==> config.mk <==
export PLATFORM = sky130hd
export DESIGN_NAME = operand2_encoder
export DESIGN_NICKNAME = d
export VERILOG_FILES = /design/src/rtl/operand2_pkg.sv /design/src/rtl/operand2_rot_match.sv /design/src/rtl/operand2_encoder.sv
export SDC_FILE = /design/constraint.sdc
export NUM_CORES = 1
export LEC_CHECK = 0
export BUFFER_PORTS_ARGS = -buffer_cell sky130_fd_sc_hd__buf_2
export CAP_MARGIN = 5
export CORE_MARGIN = 5
export CORE_UTILIZATION = 40
export DETAILED_ROUTE_END_ITERATION = 8
export HOLD_SLACK_MARGIN = 0.03
export PLACE_DENSITY = 0.68
export SLEW_MARGIN = 40
export SYNTH_ARGS = -nofsm -noshare
export SYNTH_HDL_FRONTEND = slang
export SYNTH_HIERARCHICAL = 1
export SYNTH_SLANG_ARGS = --single-unit
export TNS_END_PERCENT = 10
==> constraint.sdc <==
create_clock -name clk -period 3.11 [get_ports clk]
set_input_delay 0.1555 -clock clk [delete_from_list [all_inputs] [get_ports clk]]
set_output_delay 0.1555 -clock clk [all_outputs]
set_load 0.02 [all_outputs]
==> src/rtl/operand2_pkg.sv <==
// operand2_pkg: shared types and constants for the operand-2 immediate encoder.
// Holds the FSM state enum and the positions of the rotate/immediate fields
// inside the 12-bit shifter-operand word.
package operand2_pkg;

  typedef enum logic [1:0] {
    IDLE       = 2'd0,
    SEARCH     = 2'd1,
    SEARCH_INV = 2'd2,
    DONE       = 2'd3
  } op2_enc_state_t;

  localparam int ROT_STEPS = 16;
  localparam int ROT_MSB   = 11;
  localparam int ROT_LSB   = 8;
  localparam int IMM_MSB   = 7;

  // Last rotation index tested before a pass is exhausted.
  localparam logic [3:0] ROT_LAST = 4'(ROT_STEPS - 1);

endpackage

==> src/rtl/operand2_rot_match.sv <==
// operand2_rot_match: combinational test of one candidate rotation.
// Rotates the operand left by 2*rot (the inverse of the decode-side ror) and
// reports whether everything above the low byte is zero. The rotation is built
// from a doubled word so rot=0 is a plain pass-through with no shift-by-32.
module operand2_rot_match
  import operand2_pkg::*;
(
  input  logic [31:0]      operand,
  input  logic [3:0]       rot,
  output logic             match,
  output logic [IMM_MSB:0] imm8
);

  logic [4:0]  shamt;
  logic [63:0] doubled;
  logic [31:0] rotated;

  // Left-rotate by an even amount and test the upper 24 bits for zero.
  always_comb begin
    shamt   = {rot, 1'b0};
    doubled = {operand, operand} << shamt;
    rotated = doubled[63:32];
    match   = (rotated[31:IMM_MSB+1] == '0);
    imm8    = rotated[IMM_MSB:0];
  end

endmodule

==> src/rtl/operand2_encoder.sv <==
// operand2_encoder: iterative search for the rotate_imm/immed_8 encoding of a
// 32-bit constant, one rotation per clock, smallest rotation first.
// Optional feature macro: OPERAND2_INVERT_SEARCH_EN adds a second pass over the
// complemented value (MVN form) and the resp_invert output.
module operand2_encoder
  import operand2_pkg::*;
(
  input  logic        clk,
  input  logic        rst,
  input  logic        req_valid,
  output logic        req_ready,
  input  logic [31:0] req_value,
  output logic        resp_valid,
  input  logic        resp_ready,
  output logic        resp_encodable,
`ifdef OPERAND2_INVERT_SEARCH_EN
  output logic        resp_invert,
`endif
  output logic [11:0] resp_shift_operand
);

  op2_enc_state_t state_q;
  op2_enc_state_t state_d;

  logic [31:0]      val_q;
  logic [3:0]       rot_q;
  logic [31:0]      operand;
  logic             match;
  logic [IMM_MSB:0] imm8;
  logic [ROT_MSB:0] packed_op;
  logic             rot_exhausted;

  // Feed the shared matcher the value itself, or its complement in the inverted pass.
  always_comb begin
`ifdef OPERAND2_INVERT_SEARCH_EN
    operand = (state_q == SEARCH_INV) ? ~val_q : val_q;
`else
    operand = val_q;
`endif
    rot_exhausted = (rot_q == ROT_LAST);
    packed_op = '0;
    packed_op[ROT_MSB:ROT_LSB] = rot_q;
    packed_op[IMM_MSB:0] = imm8;
  end

  operand2_rot_match u_rot_match (
    .operand (operand),
    .rot     (rot_q),
    .match   (match),
    .imm8    (imm8)
  );

  // State register; reset abandons any search in flight.
  always_ff @(posedge clk or posedge rst) begin
    if (rst) state_q <= IDLE;
    else     state_q <= state_d;
  end

  // Next-state logic: walk rotations until a match or exhaustion, then hold in DONE.
  always_comb begin
    state_d = state_q;
    case (state_q)
      IDLE: begin
        if (req_valid) state_d = SEARCH;
      end
      SEARCH: begin
        if (match) begin
          state_d = DONE;
        end else if (rot_exhausted) begin
`ifdef OPERAND2_INVERT_SEARCH_EN
          state_d = SEARCH_INV;
`else
          state_d = DONE;
`endif
        end
      end
`ifdef OPERAND2_INVERT_SEARCH_EN
      SEARCH_INV: begin
        if (match || rot_exhausted) state_d = DONE;
      end
`endif
      DONE: begin
        if (resp_ready) state_d = IDLE;
      end
      default: state_d = IDLE;
    endcase
  end

  // Handshake outputs come straight from the registered state.
  always_comb begin
    req_ready  = (state_q == IDLE);
    resp_valid = (state_q == DONE);
  end

  // Datapath: capture the request, step the rotation, and latch the result on entry to DONE.
  always_ff @(posedge clk or posedge rst) begin
    if (rst) begin
      val_q              <= '0;
      rot_q              <= '0;
      resp_encodable     <= 1'b0;
      resp_shift_operand <= '0;
`ifdef OPERAND2_INVERT_SEARCH_EN
      resp_invert        <= 1'b0;
`endif
    end else begin
      case (state_q)
        IDLE: begin
          if (req_valid) begin
            val_q              <= req_value;
            rot_q              <= '0;
            resp_encodable     <= 1'b0;
            resp_shift_operand <= '0;
`ifdef OPERAND2_INVERT_SEARCH_EN
            resp_invert        <= 1'b0;
`endif
          end
        end
        SEARCH: begin
          if (match) begin
            resp_encodable     <= 1'b1;
            resp_shift_operand <= packed_op;
`ifdef OPERAND2_INVERT_SEARCH_EN
            resp_invert        <= 1'b0;
`endif
          end else if (rot_exhausted) begin
            rot_q              <= '0;
            resp_encodable     <= 1'b0;
            resp_shift_operand <= '0;
          end else begin
            rot_q <= rot_q + 4'd1;
          end
        end
`ifdef OPERAND2_INVERT_SEARCH_EN
        SEARCH_INV: begin
          if (match) begin
            resp_encodable     <= 1'b1;
            resp_shift_operand <= packed_op;
            resp_invert        <= 1'b1;
          end else if (rot_exhausted) begin
            resp_encodable     <= 1'b0;
            resp_shift_operand <= '0;
            resp_invert        <= 1'b0;
          end else begin
            rot_q <= rot_q + 4'd1;
          end
        end
`endif
        default: begin
        end
      endcase
    end
  end

endmodule
# Yosys cells after proc, flatten, opt, wreduce, memory -nomap -nowiden
# Cells that the tools add are included.
totals:
  regBits: 51
  output_inout_bits: 15
  elab_cells: 38
  in_bits: 36
op_classes:
  n_eq_ne: 7
  n_mux: 17
  n_shift: 1
  reduce_logical: 7
  addsub: 1
ops:
  columns: ["operator", "count"]
  rows:
  - ["$shl 64x5->64", 1]
  - ["$mux 12", 3]
  - ["$logic_not 24->1", 1]
  - ["$pmux 12 s2", 1]
  - ["$mux 4", 3]
  - ["$reduce_and 3->1", 3]
  - ["$mux 2", 4]
  - ["$pmux 4 s2", 1]
  - ["$pmux 2 s3", 1]
  - ["$add 4x1->4 const B", 1]
  - ["$eq 4x4->1 const B", 1]
  - ["$ne 2x2->1 const B", 2]
  - ["$mux 1", 3]
  - ["$ne 3x3->1 const B", 1]
  - ["$eq 2x1->1 const B", 1]
  - ["$eq 2x2->1 const B", 1]
  - ["$logic_not 2->1", 1]
  - ["$ne 2x1->1 const B", 1]
  - ["$pmux 1 s2", 1]
  - ["$reduce_and 2->1", 1]
  - ["$reduce_bool 2->1", 1]

# Depth between registers and ports, before layout
# Gate-level depths: netlist (run 1).
depth:
  depth_word: 4
  depth_mapped: 13
  depth_no_buf: 8

# Modules after synthesis
# The synthesis (run 1) kept the hierarchy.
modules_own_cells:
  columns: ["mod", "cells_each", "area_per_inst_um2", "n_inst"]
  rows:
  - ["operand2_encoder", 136, 2192.1, 1]
  - ["operand2_rot_match", 186, 1437.6, 1]

# Worst setup path after synthesis (run 1)
# No wires, ideal clock.
synth_timing:
  path_type: "flip-flop to flip-flop"
  start: "reg rot_q[1]"
  end: "reg resp_shift_operand[0]"
  setup_ps: 121
  setup_slack_ps: 73
  arrival_ps: 2916
  synth_period_minus_slack_ps: 3037
  n_path_buf: 3
  path_stages_with_launch: 12
  required_ps: 2989
  cell_sequence: "dfrtp_1 buf_2 inv_2 buf_1 mux2i_1 o2111ai_1 a311o_1 a2111oi_2 nor3b_2 a21o_4 buf_6 a22o_1"
synth_between:
  elab_chain_cells: 4
  elab_cells_between_ends: 7
  cone_classes: "eq/ne (2); shift (1); mux (2); reduce/logical (2)"
synth_lines:
  columns: ["item", "line_no", "source"]
  rows:
  - ["start: declaration", "operand2_encoder.sv:26", "logic [3:0] rot_q;"]
  - ["start signal: assignment", "operand2_encoder.sv:130", "rot_q <= rot_q + 4'd1;"]
  - ["$shl 64x5->64 *", "operand2_rot_match.sv:21", "doubled = {operand, operand} << shamt;"]
  - ["$logic_not 24->1 *", "operand2_rot_match.sv:23", "match = (rotated[31:IMM_MSB+1] == '0);"]
  - ["named net match", "operand2_encoder.sv:28", "logic match;"]
  - ["$ne 3x3->1 (no source line) / $mux 12 (equally long branches)", null, null]
  - ["$reduce_and 3->1 (no source line) / $pmux 12 s2 (equally long branches)", null, null]
  - ["end signal: assignment", "operand2_encoder.sv:121", "resp_shift_operand <= packed_op;"]
  - ["end: declaration", "operand2_encoder.sv:19", "output logic [11:0] resp_shift_operand"]
# The timed path passes the listed nets; every way through them passes the cells marked *.
# A chain may end at the register's enable or synchronous reset.

# Worst setup path after layout (run 1)
layout_timing:
  start: "reg rot_q[2]"
  end: "reg resp_shift_operand[9]"
# The elaborated chain is that of the path after synthesis.

==> results.ini, run 1 <==
[run_status]
run_status=completed

[final_layout]
nFillCells=791
area_growth_pct=18.2
most-common-layout-cells=buf_2 (50), dfrtp_1 (50), mux2_4 (31)
postLayoutCellArea_mm2=0.00429
stdcell_count=497
fin_nets=425
final_util_pct=48.9
drive_above_1_share_pct=42.4
n_antenna_cell=0

[global_routing]
antenna_found_initial=0
grt_usage_pct=17.8
grt-ovfl-total=0
grt_first_pass_wirelength_mm=15.9
grt_max_degree=33
grt_pass1_vias=2823

[yosys]
yosysSeqAreaShare_pct=35.2
ys_warn_count=6
synth_compound_area_share_pct=16.0
synth_area_mm2=0.00363
syn_inst=322
ys.flop_type=dfrtp_1
synth-simple-area-share_pct=12.0
synth_top_family_by_area=multiplexers
avgSynthCellArea_um2=11.3
synthTopCellsByArea=dfrtp_1 (35%), mux2_4 (13%), mux2_2 (6.5%)
synthAdderAreaFrac_pct=0.345
async_flop_share_pct=100
syn_nets=359
synth_edf_count=0
synth-seq-cells=51
synth-xor-area-share_pct=0
netlist.top_cell.by_area=dfrtp_1
synth.top_cell.area_share_pct=35.2
synth_mux_area_share_pct=30.8
ys_types=57

[floorplan]
pin_count=51
die_y_um=105
rows=34
die_w_um=105
die_area_mm2=0.0111
start_util_pct=41.4
floorplan.core_area_mm2=0.00876

[clocking]
tritoncts=yes
root_buffer=clkbuf_8
clock_latency_ns=0.31
cts_buffers=5
clk_pin_slew_ns=0.10
cts_htree_levels=2
cts_max_path_buffers=2
cts.sinks=51

[sta]
skew_ns=0.00529
rsz0062_at_grt=no
post-route-min-period_ns=3.04
fmax_mhz=329
slew_violations=0
whs_ns=0.0520
fin_setup_tns_ns=0
finalSetupViolations=0
worst_slew_pin_slew_ns=0.754
min_period_over_period_pct=97.8
slew_headroom_pct=49.7
hold_viol=0

[critical_path]
required_ns=3.32
crit_path_max_fanout=8
crit_top_cell=buf_4
r2r_slack_ns=0.07
cp_slowest_cell=dfrtp_4
crit_type=register to register
crit_buf_inv=3
worstPathCellList=buf_4 > buf_4 > mux2_2 > mux2i_1 > a31oi_1 > a211o_1 > a2111oi_4 > buf_4 > nor3b_2 > a21o_2 > a22o_1
critical-path-max-stage-delay_ns=0.54
worst_ep_arrival_time_ns=3.25
start_kind=register
path_delay_family=compound AO/OA/AOI/OAI gates
worst_setup_path_end_kind=register

[route]
firstDrtPassIters=5
drt-vias-per-instance=6.05
antenna_left=0
drt_iter0_markers=366
drc=0
vias=3007
routed_wl_mm=10.1
wire_per_inst_um=20.3

[pwr]
power_density_mw_per_mm2=1180
p_leak_nw=1.91
ir_worst_vdd_uv=448

[placement]
dpl.cell_count=478
post_dp_cell_area_mm2=0.00403
post-dp-hpwl_mm=7.15
port_buffers=50
finalWeightedCongestion=0.957

[min_path]
worstHoldPathType=input port to register

[run]
drv_cap=0

==> routing by layer <==
metal  track usage [%]  wire length [um]  vias to the layer above
li1                  -                 -                     1372
met1              26.1              4530                     1475
met2              26.9              4650                      140
met3              3.00               705                       20
met4              5.30               191                        0
met5                 0                 0                        -
==> cells in the mapped netlist (3+ instances only) <==
cell       number
a22o_1         14
o21ai_0        13
buf_12          3
a31oi_1         4
mux4_2          9
a2111oi_0       3
mux2_1          3
mux2_4         31
clkbuf_1        5
nor4_1          5
nor2b_1         3
buf_2           9
dfrtp_1        51
nor2_1         26
mux2i_1        18
nor3_1         15
mux2_2         21
a21oi_1        22
buf_6           5
nand2_1        10
a211oi_1        6
nand2b_1        3
==> logic make-up (layout without fill, tap and decap cells) <==
group,after synthesis,in the layout
adder cells (fa/ha/maj),1,1
multiplexers,82,82
flip-flops,51,51
buffers and inverters,28,94
AND/OR/NAND/NOR,80,80
AO/OA/AOI/OAI,80,81
==> state kept, by name (all words and copies together) (netlist names) <==
signal and flops:
operand 32, rot_q 4, resp_shift_operand 12, resp_encodable 1, state_q 2
==> per-stage QoR <==
step / power (mW) / setup slack [ns]
2_1_floorplan: 3.50 / 0.0728
3_3_place_gp: 4.27 / 0.0682
3_5_place_dp: 4.28 / 0.0142
4_1_cts: 4.87 / 0.0579
5_1_grt: 5.37 / 0.00402
6_report: 5.06 / 0.0669
==> layout make-up <==
| class | instances | area (um^2) | area share (%) |
|---|---|---|---|
| clock buffers | 5 | 68.8 | 1.60 |
| clock inverters | 3 | 67.6 | 1.58 |
| inverters | 3 | 11.3 | 0.263 |
| multi-input cells | 244 | 2180 | 50.9 |
| flip-flops and latches | 51 | 1280 | 29.8 |
| well taps | 108 | 135 | 3.15 |
| repair buffers | 83 | 542 | 12.6 |
==> power by group <==
group          switching, mW  leakage [nW]  internal (mW)
Sequential             0.527         0.633          0.917
Clock                  0.232        0.0644          0.321
Combinational           1.47          1.21           1.60
==> final timing paths <==
| path | startpoint | end | depth (start not counted) |
|---|---|---|---|
| max | rot_q[2] | resp_shift_operand[9] | 11 |
| min | req_value[30] | operand[30] | 2 |
| max reg2reg | rot_q[2] | resp_shift_operand[9] | 11 |
| min reg2reg | resp_encodable | resp_encodable | 1 |
| max in group asynchronous | rst | operand[12] | 4 |
| min in group asynchronous | rst | resp_shift_operand[11] | 3 |
==> repair_timing <==
action                                  4_1_cts  5_1_grt
endpoints found under the setup margin        3       17
pin swaps                                     0        6
hold buffers                                  1        0
cloned                                        0        1
buffers inserted                              0        9
hold endpoints to repair                     22        0
gates resized for setup                       1        8
Power figures use the tool's default switching activity.
==> inputs of run 2 (changes only) <==
Settings changed: REMOVE_ABC_BUFFERS set to 1.
==> run 2 against run 1 <==
  * Design area shrank 3.4%
  * Combinational power shrank 4%
  * Total power shrank 5.6%
  * Critical endpoint is now resp_shift_operand[2]
  * Largest power group unchanged
==> results.ini, run 2 (same netlist as run 1, synthesis figures left out) <==
[clocking]
cts_buffers=5  ; unchanged
cts_max_path_buffers=2  ; unchanged
tritoncts=yes
cts_htree_levels=2  ; unchanged
root_buffer=clkbuf_8
clock_latency_ns=0.31  ; about the same
cts.sinks=51  ; unchanged
clk_pin_slew_ns=0.10  ; about the same

[critical_path]
path_delay_family=compound AO/OA/AOI/OAI gates
crit_path_max_fanout=7  ; -1
crit_type=register to register
crit_buf_inv=2  ; -1
worst_setup_path_end_kind=register
critical-path-max-stage-delay_ns=0.49  ; -0.05 ns
worstPathCellList=clkbuf_4 > mux2_4 > a2111oi_4 > o2111ai_1 > a311o_1 > a2111oi_4 > buf_4 > nor3b_2 > a21o_4 > a22o_1
cp_slowest_cell=dfrtp_4
required_ns=3.31  ; about the same
crit_top_cell=a2111oi_4
worst_ep_arrival_time_ns=3.23  ; -0.02 ns
start_kind=register

[global_routing]
grt-ovfl-total=0  ; unchanged
grt_usage_pct=16.6  ; -1.2 points
grt_max_degree=40  ; +21%
grt_first_pass_wirelength_mm=15.2  ; -4.6%
grt_pass1_vias=2877  ; +1.9%
antenna_found_initial=0  ; unchanged

[final_layout]
nFillCells=792  ; +0.13%
fin_nets=416  ; -2.1%
multiInputGateArea_mm2=0.00218  ; unchanged
drive_above_1_share_pct=41.1  ; -1.4 points
largest_reg_flops=32  ; unchanged
area_growth_pct=14.1
most-common-layout-cells=buf_2 (50), dfrtp_1 (49), mux2_4 (31)
n_antenna_cell=0  ; unchanged
postLayoutCellArea_mm2=0.00414  ; -3.4%
seq_area_mm2=0.00128  ; about the same
final_common_cell=buf_2

[route]
firstDrtPassIters=5  ; unchanged
wire_per_inst_um=19.8  ; -2.3%
routed_wl_mm=9.66  ; -4.1%
drt-vias-per-instance=6.09  ; +0.59%
drt_iter0_markers=287  ; -22%
vias=2970  ; -1.2%
antenna_left=0  ; unchanged
drc=0  ; unchanged

[pwr]
p_leak_nw=1.83  ; -3.8%
power_density_mw_per_mm2=1150  ; -2.3%
ir_worst_vdd_uv=378  ; -16%

[sta]
fmax_mhz=330  ; +0.49%
min_period_over_period_pct=97.4  ; -0.48 points
skew_ns=0.00729  ; +0.00200 ns
rsz0062_at_grt=no
slew_violations=0  ; unchanged
finalSetupViolations=0  ; unchanged
fin_setup_tns_ns=0  ; unchanged
worst_slew_pin_slew_ns=0.728  ; -0.0264 ns
hold_viol=0  ; unchanged
whs_ns=0.0613  ; +0.00935 ns
post-route-min-period_ns=3.03  ; -0.0148 ns
slew_headroom_pct=51.5  ; +1.8 points

[floorplan]
floorplan.core_area_mm2=0.00876  ; unchanged
die_y_um=105  ; unchanged
die_w_um=105  ; unchanged
pin_count=51  ; unchanged
rows=34  ; unchanged
start_util_pct=41.4  ; unchanged
die_area_mm2=0.0111  ; unchanged

[placement]
post_dp_cell_area_mm2=0.00397  ; -1.6%
port_buffers=50  ; unchanged
post-dp-hpwl_mm=6.77  ; -5.2%
finalWeightedCongestion=0.966  ; +0.96%

[run]
drv_cap=0  ; unchanged

[min_path]
worstHoldPathType=input port to register

[run_status]
run_status=completed

run 2: report_power, final:
part | switching [mW] | total, mW | internal (mW)
registers | 0.510 | 1.43 | 0.918
logic | 1.44 | 2.96 | 1.51
clock network | 0.234 | 0.392 | 0.158
total | 2.19 | 4.78 | 2.59
run 2: per-layer routing:
layer / vias to the layer above / share of wire [%] / track usage, % / wire length, um
met1: 1431 / 45 / 22.7 / 4320
met4: 0 / 2.7 / 5.57 / 263
li1: 1345 / - / - / -
met3: 32 / 7.1 / 3.30 / 684
met5: - / 0 / 0 / 0
met2: 162 / 45 / 26.1 / 4390
run 2: cell type report:
class | count | share of cell area [%]
well taps | 108 | 3.26
multi-input cells | 244 | 52.7
flip-flops and latches | 51 | 30.9
repair buffers | 74 | 10.8
clock inverters | 2 | 0.302
inverters | 3 | 0.272
clock buffers | 6 | 1.75
run 2: repair_timing:
item                                    CTS  global route
buffers inserted                          0             5
gates resized for setup                   0             6
endpoints found under the setup margin    0            16
hold buffers                              1             0
hold endpoints to repair                 28             0
run 2: per-stage QoR:
stage	util [%]	std cells	power [mW]	setup WS, ns
floorplan	-	297	3.34	-0.756
global placement	45.3	473	4.16	0.0740
detailed placement	45.3	473	4.18	0.0267
CTS	46.4	482	4.58	0.0000211
global route	47.3	488	5.05	0.00323
finish	47.3	488	4.78	0.0817
run 2: final timing paths:
check	from	end	slack, ns	cells after the start
max in group asynchronous	rst	resp_shift_operand[7]	1.93	4
hold reg to reg	resp_shift_operand[10]	resp_shift_operand[10]	0.50	1
min in group asynchronous	rst	rot_q[2]	0.45	3
setup / recovery	rot_q[2]	resp_shift_operand[2]	0.08	10
setup reg to reg	rot_q[2]	resp_shift_operand[2]	0.08	10
hold / removal	req_value[29]	operand[29]	0.06	2
